File: src/rtl/geofence_sqrt_arbiter_if.sv
// Request/grant bus between the geofence requesters and the shared
// floor-square-root engine. The engine side is the slave modport.
interface geofence_sqrt_arbiter_if #(
    parameter int NREQ  = 3,
    parameter int WIDTH = 24
);
    localparam int RW = WIDTH / 2;

    logic [NREQ-1:0]       req;
    logic [NREQ*WIDTH-1:0] a;
    logic [NREQ-1:0]       gnt;
    logic [NREQ-1:0]       done;
    logic [RW-1:0]         root;
    logic                  busy;

    modport master (
        output req,
        output a,
        input  gnt,
        input  done,
        input  root,
        input  busy
    );

    modport slave (
        input  req,
        input  a,
        output gnt,
        output done,
        output root,
        output busy
    );
endinterface

File: src/rtl/geofence_sqrt_arbiter.sv
// Shared bit-serial floor(sqrt) engine with round-robin arbitration
// between NREQ requesters.
//
// state | meaning
// ------+---------------------------------------------------------------
// IDLE  | waiting for a request; winner is granted combinationally
// CALC  | one restoring root digit per cycle, RW cycles in total
// DONE  | root register valid, one-cycle done pulse to the owner
module geofence_sqrt_arbiter #(
    parameter int NREQ  = 3,
    parameter int WIDTH = 24
) (
    input logic                    clk,
    input logic                    reset,
    geofence_sqrt_arbiter_if.slave bus
);
    localparam int RW = WIDTH / 2;
    localparam int PW = (NREQ > 1) ? $clog2(NREQ) : 1;
    localparam int CW = ($clog2(RW) > 0) ? $clog2(RW) : 1;

    typedef enum logic [1:0] {
        IDLE = 2'd0,
        CALC = 2'd1,
        DONE = 2'd2
    } state_t;

    state_t state_q, state_d;

    logic [PW-1:0]    ptr_q;
    logic [PW-1:0]    owner_q;
    logic [WIDTH-1:0] opnd_q;
    logic [RW+1:0]    rem_q;
    logic [RW-1:0]    q_q;
    logic [CW-1:0]    cnt_q;
    logic [RW-1:0]    root_q;
    logic [NREQ-1:0]  done_q;

    logic             found;
    logic [PW-1:0]    winner;
    logic [PW-1:0]    ptr_next;
    logic [WIDTH-1:0] opnd_sel;
    logic [NREQ-1:0]  gnt_c;
    logic [NREQ-1:0]  done_nx;

    logic             load;
    logic             step;
    logic             finish;

    logic [RW+3:0]    r_ext;
    logic [RW+3:0]    t_ext;
    logic [RW+3:0]    diff;
    logic             ge;
    logic [RW+1:0]    rem_nx;
    logic [RW-1:0]    q_nx;

    // Round-robin scan: first set req bit at or above ptr, wrapping at NREQ.
    always_comb begin
        int        idx;
        logic [PW-1:0] sel;
        found  = 1'b0;
        winner = '0;
        idx    = 0;
        sel    = '0;
        for (int i = 0; i < NREQ; i++) begin
            idx = int'(ptr_q) + i;
            if (idx >= NREQ) begin
                idx = idx - NREQ;
            end
            sel = PW'(idx);
            if (!found && bus.req[sel]) begin
                found  = 1'b1;
                winner = sel;
            end
        end
    end

    // Operand mux for the winner and the rotated pointer value.
    always_comb begin
        opnd_sel = '0;
        for (int i = 0; i < NREQ; i++) begin
            if (winner == PW'(i)) begin
                opnd_sel = bus.a[i*WIDTH +: WIDTH];
            end
        end
        ptr_next = (winner == PW'(NREQ - 1)) ? '0 : winner + PW'(1);
    end

    // Next-state and control strobes.
    always_comb begin
        state_d = state_q;
        load    = 1'b0;
        step    = 1'b0;
        finish  = 1'b0;
        unique case (state_q)
            IDLE: begin
                if (found) begin
                    load    = 1'b1;
                    state_d = CALC;
                end
            end
            CALC: begin
                step = 1'b1;
                if (cnt_q == '0) begin
                    finish  = 1'b1;
                    state_d = DONE;
                end
            end
            DONE: begin
                state_d = IDLE;
            end
            default: begin
                state_d = IDLE;
            end
        endcase
    end

    // One restoring iteration; widened so the compare/subtract cannot wrap.
    always_comb begin
        r_ext  = {rem_q, opnd_q[WIDTH-1 -: 2]};
        t_ext  = {2'b00, q_q, 2'b01};
        diff   = r_ext - t_ext;
        ge     = (r_ext >= t_ext);
        rem_nx = ge ? diff[RW+1:0] : r_ext[RW+1:0];
        q_nx   = {q_q[RW-2:0], ge};
    end

    // Grant is gated by reset so it drops the instant reset asserts.
    always_comb begin
        gnt_c   = '0;
        done_nx = '0;
        if (load && reset) begin
            gnt_c[winner] = 1'b1;
        end
        if (finish) begin
            done_nx[owner_q] = 1'b1;
        end
    end

    // State register.
    always_ff @(posedge clk or negedge reset) begin
        if (!reset) begin
            state_q <= IDLE;
        end else begin
            state_q <= state_d;
        end
    end

    // Arbitration bookkeeping, operand/remainder/root datapath and outputs.
    always_ff @(posedge clk or negedge reset) begin
        if (!reset) begin
            ptr_q   <= '0;
            owner_q <= '0;
            opnd_q  <= '0;
            rem_q   <= '0;
            q_q     <= '0;
            cnt_q   <= '0;
            root_q  <= '0;
            done_q  <= '0;
        end else begin
            done_q <= done_nx;
            if (load) begin
                opnd_q  <= opnd_sel;
                owner_q <= winner;
                ptr_q   <= ptr_next;
                rem_q   <= '0;
                q_q     <= '0;
                cnt_q   <= CW'(RW - 1);
            end
            if (step) begin
                opnd_q <= opnd_q << 2;
                rem_q  <= rem_nx;
                q_q    <= q_nx;
                if (cnt_q != '0) begin
                    cnt_q <= cnt_q - CW'(1);
                end
            end
            if (finish) begin
                root_q <= q_nx;
            end
        end
    end

    assign bus.gnt  = gnt_c;
    assign bus.done = done_q;
    assign bus.root = root_q;
    assign bus.busy = (state_q != IDLE);

endmodule

File: src/flat_wrapper.sv
// flat-port wrapper written by rule: the top's interface ports become plain ports
module geofence_sqrt_arbiter_flat 
#(
    parameter int NREQ  = 3,
    parameter int WIDTH = 24
)
  (clk, reset, bus_req, bus_a, bus_gnt, bus_done, bus_root, bus_busy);
  geofence_sqrt_arbiter_if #(.NREQ(NREQ), .WIDTH(WIDTH)) bus_i ();
  input logic clk;
  input logic reset;
  input wire logic [$bits(bus_i.req)-1:0] bus_req;
  input wire logic [$bits(bus_i.a)-1:0] bus_a;
  output wire logic [$bits(bus_i.gnt)-1:0] bus_gnt;
  output wire logic [$bits(bus_i.done)-1:0] bus_done;
  output wire logic [$bits(bus_i.root)-1:0] bus_root;
  output wire logic [$bits(bus_i.busy)-1:0] bus_busy;
  assign bus_i.req = bus_req;
  assign bus_i.a = bus_a;
  assign bus_gnt = bus_i.gnt;
  assign bus_done = bus_i.done;
  assign bus_root = bus_i.root;
  assign bus_busy = bus_i.busy;
  geofence_sqrt_arbiter #(.NREQ(NREQ), .WIDTH(WIDTH)) u_core (.clk(clk), .reset(reset), .bus(bus_i));
endmodule
File: config.mk
export PLATFORM = sky130hd
export DESIGN_NAME = geofence_sqrt_arbiter_flat
export DESIGN_NICKNAME = d
export VERILOG_FILES = /design/src/rtl/geofence_sqrt_arbiter_if.sv /design/src/rtl/geofence_sqrt_arbiter.sv /design/src/flat_wrapper.sv
export SDC_FILE = /design/constraint.sdc
export NUM_CORES = 1
export LEC_CHECK = 0
export ABC_AREA = 1
export CORE_AREA = 5 5 94 96
export CTS_CLUSTER_DIAMETER = 80
export DETAILED_ROUTE_END_ITERATION = 8
export DIE_AREA = 0 0 99 101
export DONT_BUFFER_PORTS = 1
export PLACE_DENSITY = 0.79
export SLEW_MARGIN = 5
export SYNTH_ARGS = -nofsm -noshare
export SYNTH_HDL_FRONTEND = slang
export SYNTH_SLANG_ARGS = --single-unit
File: constraint.sdc
create_clock -name clk -period 2.3 [get_ports clk]
set_input_delay 0.345 -clock clk [delete_from_list [all_inputs] [get_ports clk]]
set_output_delay 0.345 -clock clk [all_outputs]
set_load 0.01 [all_outputs]
==> flow_summary.json, run 1 <==
{
  "ff2ff_path_depth": 16,
  "clk_pin_slew_ns": 0.08,
  "yosysSeqAreaShare": 0.3822,
  "p_sw_frac": 0.4893,
  "antenna_found_initial": 0,
  "cp-end-kind": "output port",
  "wl_per_cell_um": 14.61,
  "rsz0062_at_grt": "true",
  "grt_pass1_vias": 4518,
  "p_clk_frac": 0.110,
  "grt_pass1_wl_um": 20530,
  "max-cap-violations": 0,
  "timing.fmax_ghz": 0.4110,
  "drc": 0,
  "io_pins": 96,
  "synth_top_area_share": 0.3822,
  "cts_tree": "yes",
  "max_slew_margin": 0.7454,
  "drt_first_pass_iters": 4,
  "crit_start": "u_core.ptr_q[0]",
  "yosys.area.top_type": "dfrtp_1",
  "ir_drop_uv": 906.5,
  "synth_ff_type": "dfrtp_1",
  "r2r_start": "u_core.ptr_q[0]",
  "timing.setup.tns_ns": -0.3073,
  "cp-start-kind": "flop",
  "synth_area_leaders": "dfrtp_1 38%, nand2_1 19%, nand3_1 8.8%, inv_1 6.3%, ha_1 4.8%",
  "synth.avg_cell_area_um2": 6.783,
  "cp_slowest_cell": "dfrtp_1",
  "rows": 33,
  "endpoint": "bus_gnt[0]",
  "core_um2": 7969,
  "synthesis.nets": 820,
  "min_path_type": "in2reg",
  "r2r_setup_slack_ns": 0.11,
  "period_needed_ns": 2.433,
  "drv_slew": 0,
  "clock_latency_ns": 0.36,
  "synth_edf_count": 0,
  "synth.most_common_cell": "nand2_1",
  "vias_per_cell": 5.447,
  "gp_congestion": 1.017,
  "pre_cts_slack_ns": -0.01609,
  "diodes": 0,
  "setup_viol_count_final": 3,
  "fp.dieArea_um2": 9999,
  "fin_ws_ns": -0.1330,
  "p_leak_nw": 3.018,
  "finClkSkew_ns": 0.01280,
  "synth_cells": 724,
  "cts-root-buf": "clkbuf_8",
  "max_slew.worst_pin.slew_ns": 0.3813,
  "violations": "setup timing",
  "gr-usage-all-layers": 0.2510,
  "clock_path_buffers": 2,
  "synthToLayoutAreaGrowth_pct": 14.83,
  "fin_crit_sh": 1.058,
  "drt_wl_total_um": 12550,
  "synthArstFlopShare": 1.000,
  "drive_above_1_share": 0.1366,
  "clkSinkCount": 75,
  "synthTopCellsByCount": "247 x nand2_1, 86 x nand3_1, 83 x inv_1",
  "p_seq_frac": 0.231,
  "port_buffers": 0,
  "design_area_um2": 5639,
  "status": "complete, but fails checks",
  "vias": 4679,
  "synth_area_um2": 4911,
  "worstPathMaxFanout": 4,
  "drtIter0Drc": 272,
  "internal_power_mw": 5.322,
  "hold_viol_final": 0,
  "max_stage_delay_ns": 0.40,
  "ys_types": 30,
  "holdWs_ns": 0.1994,
  "hpwlAfterDp_um": 8708,
  "arrival_ns": 2.09,
  "fp.dieW_um": 99,
  "cp_cell_sequence": "inv_2 -> ha_4 -> buf_6 -> o21ai_2 -> nand2_2 -> nand4_1 -> nand2_2 -> inv_2 -> nand2_4 -> nor3_2 -> buf_4",
  "numCtsBuffers": 9,
  "pwr-share-comb": 0.659,
  "placed_area_um2": 5074,
  "htreeDepth": 3,
  "ant_nets": 0,
  "initial_utilization": 0.6163,
  "grt_max_degree": 76,
  "powerDensity_nw_per_um2": 1848,
  "p_switching_mw": 5.100,
  "die_h_um": 101,
  "ys_ff_latch": 75,
  "synth_warnings": 0,
  "required_ns": 1.96,
  "crit_type": "reg2out",
  "final_nets": 845,
  "p_total_mw": 10.42,
  "grt_overflow_total": 0,
  "timing.rr.end": "u_core.opnd_q[21]"
}
-- how the worst min path moves through the flow --
stage / startpoint / endpoint / cells past startpoint
2_1_floorplan: reset / u_core.bus.done[0] / 0
5_1_grt: bus_a[35] / u_core.opnd_q[11] / 4
3_5_place_dp: reset / u_core.bus.root[8] / 0
6_report: bus_a[35] / u_core.opnd_q[11] / 4
3_3_place_gp: reset / u_core.bus.root[8] / 0
4_1_cts: bus_a[35] / u_core.opnd_q[11] / 4
-- area by class of cell --
class / instances / area [µm²]
Clock buffer: 9 / 123.9
Clock inverter: 7 / 100.1
Fill cell: 630 / 2330
Inverter: 96 / 372.9
Multi-Input combinational cell: 526 / 2625
Sequential cell: 75 / 1877
Tap cell: 105 / 131.4
Timing Repair Buffer: 41 / 409.1
-- cells by family after synthesis --
kind of cell / Yosys count / synth area share
adders and majority gates: 19 / 0.04841
and+or+nand+nor: 431 / 0.3720
xor gates and xnor gates: 9 / 0.01605
DFF: 75 / 0.3822
AOI/OAI and AO/OA: 67 / 0.07618
buffers and inverters: 123 / 0.1052
-- metal layers --
metal,track usage,share of wire
met2,0.4458,0.50
met3,0.05121,0.057
met5,0,0
met1,0.3055,0.42
met4,0.07983,0.022
-- sequential cells by signal, indices dropped and copies added (netlist names), 3 cells and up --
signal           cells
u_core.opnd_q       24
u_core.bus.done      3
u_core.q_q          12
u_core.cnt_q         4
u_core.rem_q        14
u_core.bus.root     12
-- critical path: cells and delay by family (launching register included) --
kind / cells / cell delay [ns]
AND/OR/NAND/NOR: 5 / 0.50
adder cells (fa/ha/maj): 1 / 0.23
buffers and inverters: 4 / 0.47
flip-flops: 1 / 0.40
AO/OA/AOI/OAI: 1 / 0.14
-- through the flow --
stage               utilization  instances
CTS                      0.6923        854
floorplan                     -        724
detailed placement       0.6367        822
finish                   0.7076        859
global placement         0.6367        822
global route             0.7076        859
-- layout by cell type, fill, tap and decap left out, types with 2 or more instances in the layout --
cell type,n
nand2_1,242
nand2_2,6
clkbuf_8,9
nand2_4,4
xnor2_1,7
clkinv_4,3
bufinv_16,2
inv_1,80
a21oi_1,16
nand4_1,7
buf_4,31
dfrtp_1,75
buf_6,3
nor2_2,13
o21ai_0,18
ha_1,15
nor2_1,60
ha_4,4
inv_2,9
nand3_2,2
and2_1,2
o21ai_1,14
buf_12,4
inv_4,2
o22ai_1,14
xor2_1,2
o21ai_2,2
nand3_1,85
clkinv_1,4
nor3_1,7
-- power groups by stage --
stage | combinational [mW] | sequential [mW] | clock, mW
floorplan | 4.83 | 2.30 | 0
global placement | 5.90 | 2.40 | 0
detailed placement | 6.11 | 2.42 | 0
CTS | 6.55 | 2.40 | 1.17
global route | 7.81 | 2.47 | 1.23
finish | 6.87 | 2.41 | 1.15
-- what timing repair did --
| item | CTS | global route |
|---|---|---|
| endpoints found under the hold margin | 75 | 0 |
| endpoints found under the setup margin | 7 | 51 |
| setup buffers | 14 | 5 |
| pin swaps | 10 | 11 |
| hold buffers | 2 | 0 |
| resized for setup | 20 | 20 |
| cloned | 0 | 1 |
Note: power is estimated with default switching activity, not from simulation.
==> inputs of run 2 (changes only) <==
--- a/config.mk
+++ b/config.mk
@@ -5,13 +5,11 @@
 export SDC_FILE = /design/constraint.sdc
 export NUM_CORES = 1
 export LEC_CHECK = 0
-export ABC_AREA = 1
-export CORE_AREA = 5 5 94 96
+export CORE_AREA = 5 5 110 112
 export CTS_CLUSTER_DIAMETER = 80
 export DETAILED_ROUTE_END_ITERATION = 8
-export DIE_AREA = 0 0 99 101
+export DIE_AREA = 0 0 115 117
 export DONT_BUFFER_PORTS = 1
-export PLACE_DENSITY = 0.79
 export SLEW_MARGIN = 5
 export SYNTH_ARGS = -nofsm -noshare
 export SYNTH_HDL_FRONTEND = slang
==> run 2 against run 1 <==
  * The flow still finishes with violations (setup timing)
  * Flip-flop and latch count is the same
  * Hold slack lost 0.046 ns
  * Worst setup slack got worse by 0.029 ns
  * Critical path type unchanged
  * Critical endpoint is now bus_gnt[1]
  * Largest power group unchanged
==> flow_summary.json, run 2 <==
{
  "register_area_um2": 1877,
  "vias": 3533,
  "arrival_ns": 2.12,
  "drt_first_pass_iters": 9,
  "vias_per_cell": 5.745,
  "top_register": "u_core.opnd_q",
  "crit_start": "u_core.ptr_q[1]",
  "finClkSkew_ns": 0.007167,
  "yosysSeqAreaShare": 0.4376,
  "critPathMostFrequentCell": "buf_4",
  "cp_slowest_cell": "dfrtp_1",
  "synthesis.nets": 542,
  "grt_pass1_vias": 3662,
  "setup_viol_count_final": 21,
  "worstPathMaxFanout": 5,
  "gp_congestion": 0.8755,
  "hold_start": "bus_a[49]",
  "min_path_type": "in2reg",
  "synthArstFlopShare": 1.000,
  "timing.rr.end": "u_core.opnd_q[15]",
  "synthTopCellsByCount": "75 x dfrtp_1, 49 x nand2_1, 46 x o21ai_0",
  "synth_top_family_by_area": "compound AO/OA/AOI/OAI gates",
  "synth_fa_ha_area_frac": 0.05543,
  "synth_cells": 446,
  "drc": 0,
  "max_slew.worst_pin.slew_ns": 0.4051,
  "cts_tree": "yes",
  "stdcell_count": 615,
  "top_regs": "u_core.opnd_q (24), u_core.rem_q (14)",
  "status": "complete, but fails checks",
  "clock_latency_ns": 0.33,
  "grt_pass1_wl_um": 18030,
  "cp-end-kind": "output port",
  "ir_drop_uv": 1030,
  "max_stage_delay_ns": 0.40,
  "drive_above_1_share": 0.1822,
  "cp-start-kind": "flop",
  "synth_top_area_share": 0.4376,
  "core_um2": 11130,
  "gr-usage-all-layers": 0.1677,
  "powerDensity_nw_per_um2": 1822,
  "layout_commonest_cell": "dfrtp_1",
  "grt_overflow_total": 0,
  "design_area_um2": 5166,
  "synthSimpleGateAreaFrac": 0.1281,
  "fin_ws_ns": -0.1622,
  "fillCellCount": 1074,
  "ant_nets": 0,
  "rsz0062_at_grt": "true",
  "r2r_setup_slack_ns": -0.16,
  "synth_warnings": 0,
  "clock_path_buffers": 2,
  "required_ns": 1.96,
  "numCtsBuffers": 9,
  "wl_per_cell_um": 17.92,
  "synth_ff_type": "dfrtp_1",
  "fp.dieArea_um2": 13460,
  "clkSinkCount": 75,
  "diodes": 0,
  "period_needed_ns": 2.462,
  "hpwlAfterDp_um": 7544,
  "timing.fmax_ghz": 0.4061,
  "drt_wl_total_um": 11020,
  "fin_crit_sh": 1.071,
  "synthToLayoutAreaGrowth_pct": 20.45,
  "ff2ff_path_depth": 10,
  "r2r_start": "u_core.ptr_q[1]",
  "synth.avg_cell_area_um2": 9.617,
  "synth.most_common_cell": "dfrtp_1",
  "dpl.cell_count": 588,
  "synthMuxAreaShare": 0.07497,
  "drtIter0Drc": 151,
  "final_nets": 563,
  "utilization": 0.4644,
  "grt_max_degree": 76,
  "synth_area_um2": 4289,
  "crit_type": "reg2out",
  "rows": 39,
  "hold_viol_final": 0,
  "synth_compound_area_frac": 0.2240,
  "synth_edf_count": 0,
  "port_buffers": 0,
  "antenna_found_initial": 0,
  "yosys.area.top_type": "dfrtp_1",
  "multiInputGateArea_um2": 2364,
  "fp.dieW_um": 115,
  "die_h_um": 117,
  "violations": "setup timing",
  "pre_cts_slack_ns": -0.09130,
  "synth_area_leaders": "dfrtp_1 44%, mux2i_1 7.2%, ha_1 5.5%, o21ai_0 5.4%, nand2_1 4.3%",
  "yosys.area_share.xor_xnor": 0.02450,
  "placed_area_um2": 4542,
  "initial_utilization": 0.3855,
  "max-cap-violations": 0,
  "timing.setup.tns_ns": -1.603,
  "cp_cell_sequence": "buf_4 -> ha_4 -> buf_4 -> o21ai_2 -> a211o_1 -> a21oi_4 -> and3_4",
  "io_pins": 96,
  "whs_endpoint": "u_core.opnd_q[1]",
  "p_leak_nw": 2.220,
  "htreeDepth": 3,
  "max_slew_margin": 0.7299,
  "ys_ff_latch": 75,
  "mostFrequentLayoutCells": "75 x dfrtp_1, 49 x nand2_1, 43 x o21ai_0",
  "clk_pin_slew_ns": 0.06,
  "ys_types": 53,
  "largest_register_ffs": 24,
  "drv_slew": 0,
  "cts-root-buf": "clkbuf_16",
  "whs_path_depth": 2
}
## run 2: final cells by class
cell class	instances	area share
clock buffers	13	0.04844
inverters	23	0.01671
multi-input cells	322	0.4575
flip-flops and latches	75	0.3633
well taps	143	0.03463
repair buffers	36	0.07023
clock inverters	3	0.009203
## run 2: power by group
| group | leakage (nW) | total (mW) | internal (mW) | switching, mW |
|---|---|---|---|---|
| clock | 0.144 | 1.41 | 0.875 | 0.534 |
| sequential | 0.921 | 2.44 | 1.98 | 0.456 |
| combinational | 1.15 | 5.56 | 2.62 | 2.94 |
| total | 2.22 | 9.41 | 5.48 | 3.93 |
## run 2: per-stage QoR
stage	hold WS, ns	total power, mW
2_1_floorplan	0.04941	6.120
3_3_place_gp	0.05126	7.166
3_5_place_dp	0.05129	7.319
4_1_cts	0.1400	9.271
5_1_grt	0.1481	10.16
6_report	0.1531	9.412
## run 2: worst max-delay path: cells and delay by family, from the launching register on
kind | cells | cell delay, ns
buffers and inverters | 2 | 0.28
adders and majority gates | 1 | 0.29
and+or+nand+nor | 1 | 0.23
AOI/OAI and AO/OA | 3 | 0.57
DFF | 1 | 0.40
## run 2: worst max path at each step
stage	end	slack, ns	cells after the start
after floorplan	bus_gnt[0]	0.005	9
after global placement	u_core.opnd_q[13]	-0.05	9
after detailed placement	u_core.opnd_q[2]	-0.09	9
after CTS	bus_gnt[1]	-0.15	7
after global routing	u_core.opnd_q[15]	-0.26	10
final	bus_gnt[1]	-0.16	7
## run 2: cell families after synthesis
| group | count (synthesis) |
|---|---|
| buffers and inverters | 49 |
| AND/OR/NAND/NOR | 116 |
| XOR/XNOR | 12 |
| flip-flops | 75 |
| multiplexers | 32 |
| adder cells (fa/ha/maj) | 19 |
| AO/OA/AOI/OAI | 143 |
## run 2: timing repair
item,CTS,global route
gates resized for setup,26,16
gates cloned,1,0
setup buffers,6,2
hold buffers,2,0
endpoints found under the setup margin,22,41
pin swaps,8,0
hold endpoints to repair,75,0
## run 2: layer usage
layer | global-route usage | routed length [µm]
met5 | 0 | 0
met4 | 0.04930 | 114
met1 | 0.2078 | 4906
met2 | 0.2840 | 5343
met3 | 0.05039 | 654
==> inputs of run 3 (changes only) <==
--- a/config.mk
+++ b/config.mk
@@ -5,11 +5,13 @@
 export SDC_FILE = /design/constraint.sdc
 export NUM_CORES = 1
 export LEC_CHECK = 0
-export CORE_AREA = 5 5 110 112
+export CORE_AREA = 5 5 88 90
 export CTS_CLUSTER_DIAMETER = 80
 export DETAILED_ROUTE_END_ITERATION = 8
-export DIE_AREA = 0 0 115 117
+export DIE_AREA = 0 0 93 95
 export DONT_BUFFER_PORTS = 1
+export PLACE_DENSITY = 0.79
+export SKIP_LAST_GASP = 1
 export SLEW_MARGIN = 5
 export SYNTH_ARGS = -nofsm -noshare
 export SYNTH_HDL_FRONTEND = slang
==> run 3 against run 2 <==
  * First-iteration DRC count is 110% higher
  * Highest routed layer unchanged
  * Wire length is 11% higher
  * The run still ends with setup timing left
  * Sequential share of layout area is 0.60 points lower
  * Hold slack worse by 0.013 ns
  * Worst setup slack worse by 0.19 ns
  * Critical path type unchanged
  * Total power is 6.4% higher
==> flow_summary.json, run 3 (synthesis results as in run 2) <==
{
  "rows": 31,
  "worstPathMaxFanout": 6,
  "htreeDepth": 3,
  "rsz0062_at_grt": "true",
  "fp.dieArea_um2": 8835,
  "mostFrequentLayoutCells": "74 x dfrtp_1, 47 x nand2_1, 31 x buf_4",
  "dpl.cell_count": 524,
  "hpwlAfterDp_um": 7188,
  "grt_max_degree": 76,
  "drt_wl_total_um": 12250,
  "drv_slew": 0,
  "p_sw_frac": 0.4309,
  "crit_start": "u_core.ptr_q[0]",
  "p_clk_frac": 0.125,
  "violations": "setup timing",
  "top_regs": "u_core.opnd_q (24), u_core.rem_q (14)",
  "max_slew_margin": 0.5038,
  "max_slew.worst_pin.slew_ns": 0.7424,
  "diodes": 0,
  "initial_utilization": 0.6143,
  "status": "complete, but fails checks",
  "clock_path_buffers": 2,
  "gp_congestion": 0.9307,
  "cts_tree": "yes",
  "finClkSkew_ns": 0.01422,
  "grt_pass1_wl_um": 17850,
  "internal_power_mw": 5.701,
  "drive_above_1_share": 0.2172,
  "fin_crit_sh": 1.153,
  "vias_per_cell": 6.575,
  "min_path_type": "in2reg",
  "core_um2": 6982,
  "gr-usage-all-layers": 0.2592,
  "stdcell_count": 570,
  "clock_latency_ns": 0.36,
  "drc": 0,
  "arrival_ns": 2.31,
  "ff2ff_path_depth": 13,
  "hold_start": "bus_a[60]",
  "timing.rr.end": "u_core.opnd_q[17]",
  "p_total_mw": 10.02,
  "fin_ws_ns": -0.3519,
  "cp-start-kind": "flop",
  "timing.fmax_ghz": 0.3771,
  "fp.dieW_um": 93,
  "final_nets": 579,
  "hold_viol_final": 0,
  "required_ns": 1.96,
  "clk_pin_slew_ns": 0.09,
  "grt_overflow_total": 0,
  "powerDensity_nw_per_um2": 1906,
  "r2r_start": "u_core.ptr_q[0]",
  "p_switching_mw": 4.317,
  "whs_path_depth": 2,
  "io_pins": 96,
  "cp-end-kind": "output port",
  "antenna_found_initial": 0,
  "layout_commonest_cell": "dfrtp_1",
  "ant_nets": 0,
  "drtIter0Drc": 314,
  "r2r_setup_slack_ns": -0.28,
  "design_area_um2": 5256,
  "holdWs_ns": 0.1406,
  "max-cap-violations": 0,
  "synthToLayoutAreaGrowth_pct": 22.55,
  "period_needed_ns": 2.652,
  "cts-root-buf": "clkbuf_8",
  "numCtsBuffers": 9,
  "whs_endpoint": "u_core.opnd_q[12]",
  "timing.setup.tns_ns": -5.894,
  "vias": 3748,
  "drt_first_pass_iters": 6,
  "top_register": "u_core.opnd_q",
  "setup_viol_count_final": 56,
  "placed_area_um2": 4461,
  "ir_drop_uv": 1394,
  "p_seq_frac": 0.249,
  "die_h_um": 95,
  "wl_per_cell_um": 21.49,
  "p_leak_nw": 2.323,
  "largest_register_ffs": 24,
  "crit_type": "reg2out",
  "port_buffers": 0,
  "grt_pass1_vias": 3758,
  "pwr-share-comb": 0.626,
  "clkSinkCount": 75
}
## run 3: through the flow
step                setup WS [ns]  utilization
floorplan                0.004717            -
global placement         0.007975       0.6389
detailed placement       -0.09279       0.6389
CTS                       -0.1647       0.7116
global route              -0.4109       0.7529
finish                    -0.3519       0.7529
## run 3: power groups by stage
| stage | logic (mW) | registers [mW] | clock network (mW) |
|---|---|---|---|
| finish | 6.27 | 2.49 | 1.25 |
| global route | 6.77 | 2.56 | 1.33 |
| CTS | 5.41 | 2.46 | 1.26 |
| detailed placement | 4.86 | 2.47 | 0 |
| global placement | 4.65 | 2.43 | 0 |
| floorplan | 3.78 | 2.34 | 0 |
## run 3: final cells by class
class / count / area (µm²)
clock buffers: 9 / 123.9
clock inverters: 7 / 121.4
fillers: 452 / 1725
inverters: 23 / 88.84
multi-input cells: 322 / 2352
flip-flops and latches: 75 / 1878
well taps: 82 / 102.6
repair buffers: 52 / 589.3
## run 3: worst max-delay path by stage
stage                              endpoint  cells past startpoint  slack, ns
after floorplan                  bus_gnt[0]                      9      0.005
after global placement    u_core.opnd_q[20]                      9      0.008
after detailed placement  u_core.opnd_q[20]                      9      -0.09
after CTS                        bus_gnt[0]                      9      -0.16
after global routing             bus_gnt[1]                      8      -0.41
final                            bus_gnt[1]                      8      -0.35
## run 3: repair_timing
| action | 4_1_cts | 5_1_grt |
|---|---|---|
| hold buffers | 2 | 0 |
| pin swaps | 6 | 10 |
| gates resized for setup | 29 | 49 |
| buffers inserted | 8 | 15 |
| hold endpoints to repair | 75 | 0 |
| endpoints found under the setup margin | 27 | 58 |
| cloned | 1 | 4 |
## run 3: worst max-delay path, cell delays in order (launching register included)
cell and delay, ns:
dfrtp_2 0.47, buf_12 0.15, ha_4 0.18, nor2b_2 0.18, o21ai_2 0.12, a211o_1 0.31
a21oi_4 0.20, buf_4 0.15, and3_4 0.18
## run 3: metal layers
metal / routed length, µm / vias to the layer above / global-route usage
met5: 0 / - / 0
met4: 236 / 0 / 0.09646
met3: 787 / 26 / 0.06932
met2: 6477 / 150 / 0.4601
met1: 4749 / 1857 / 0.3005
li1: - / 1715 / -
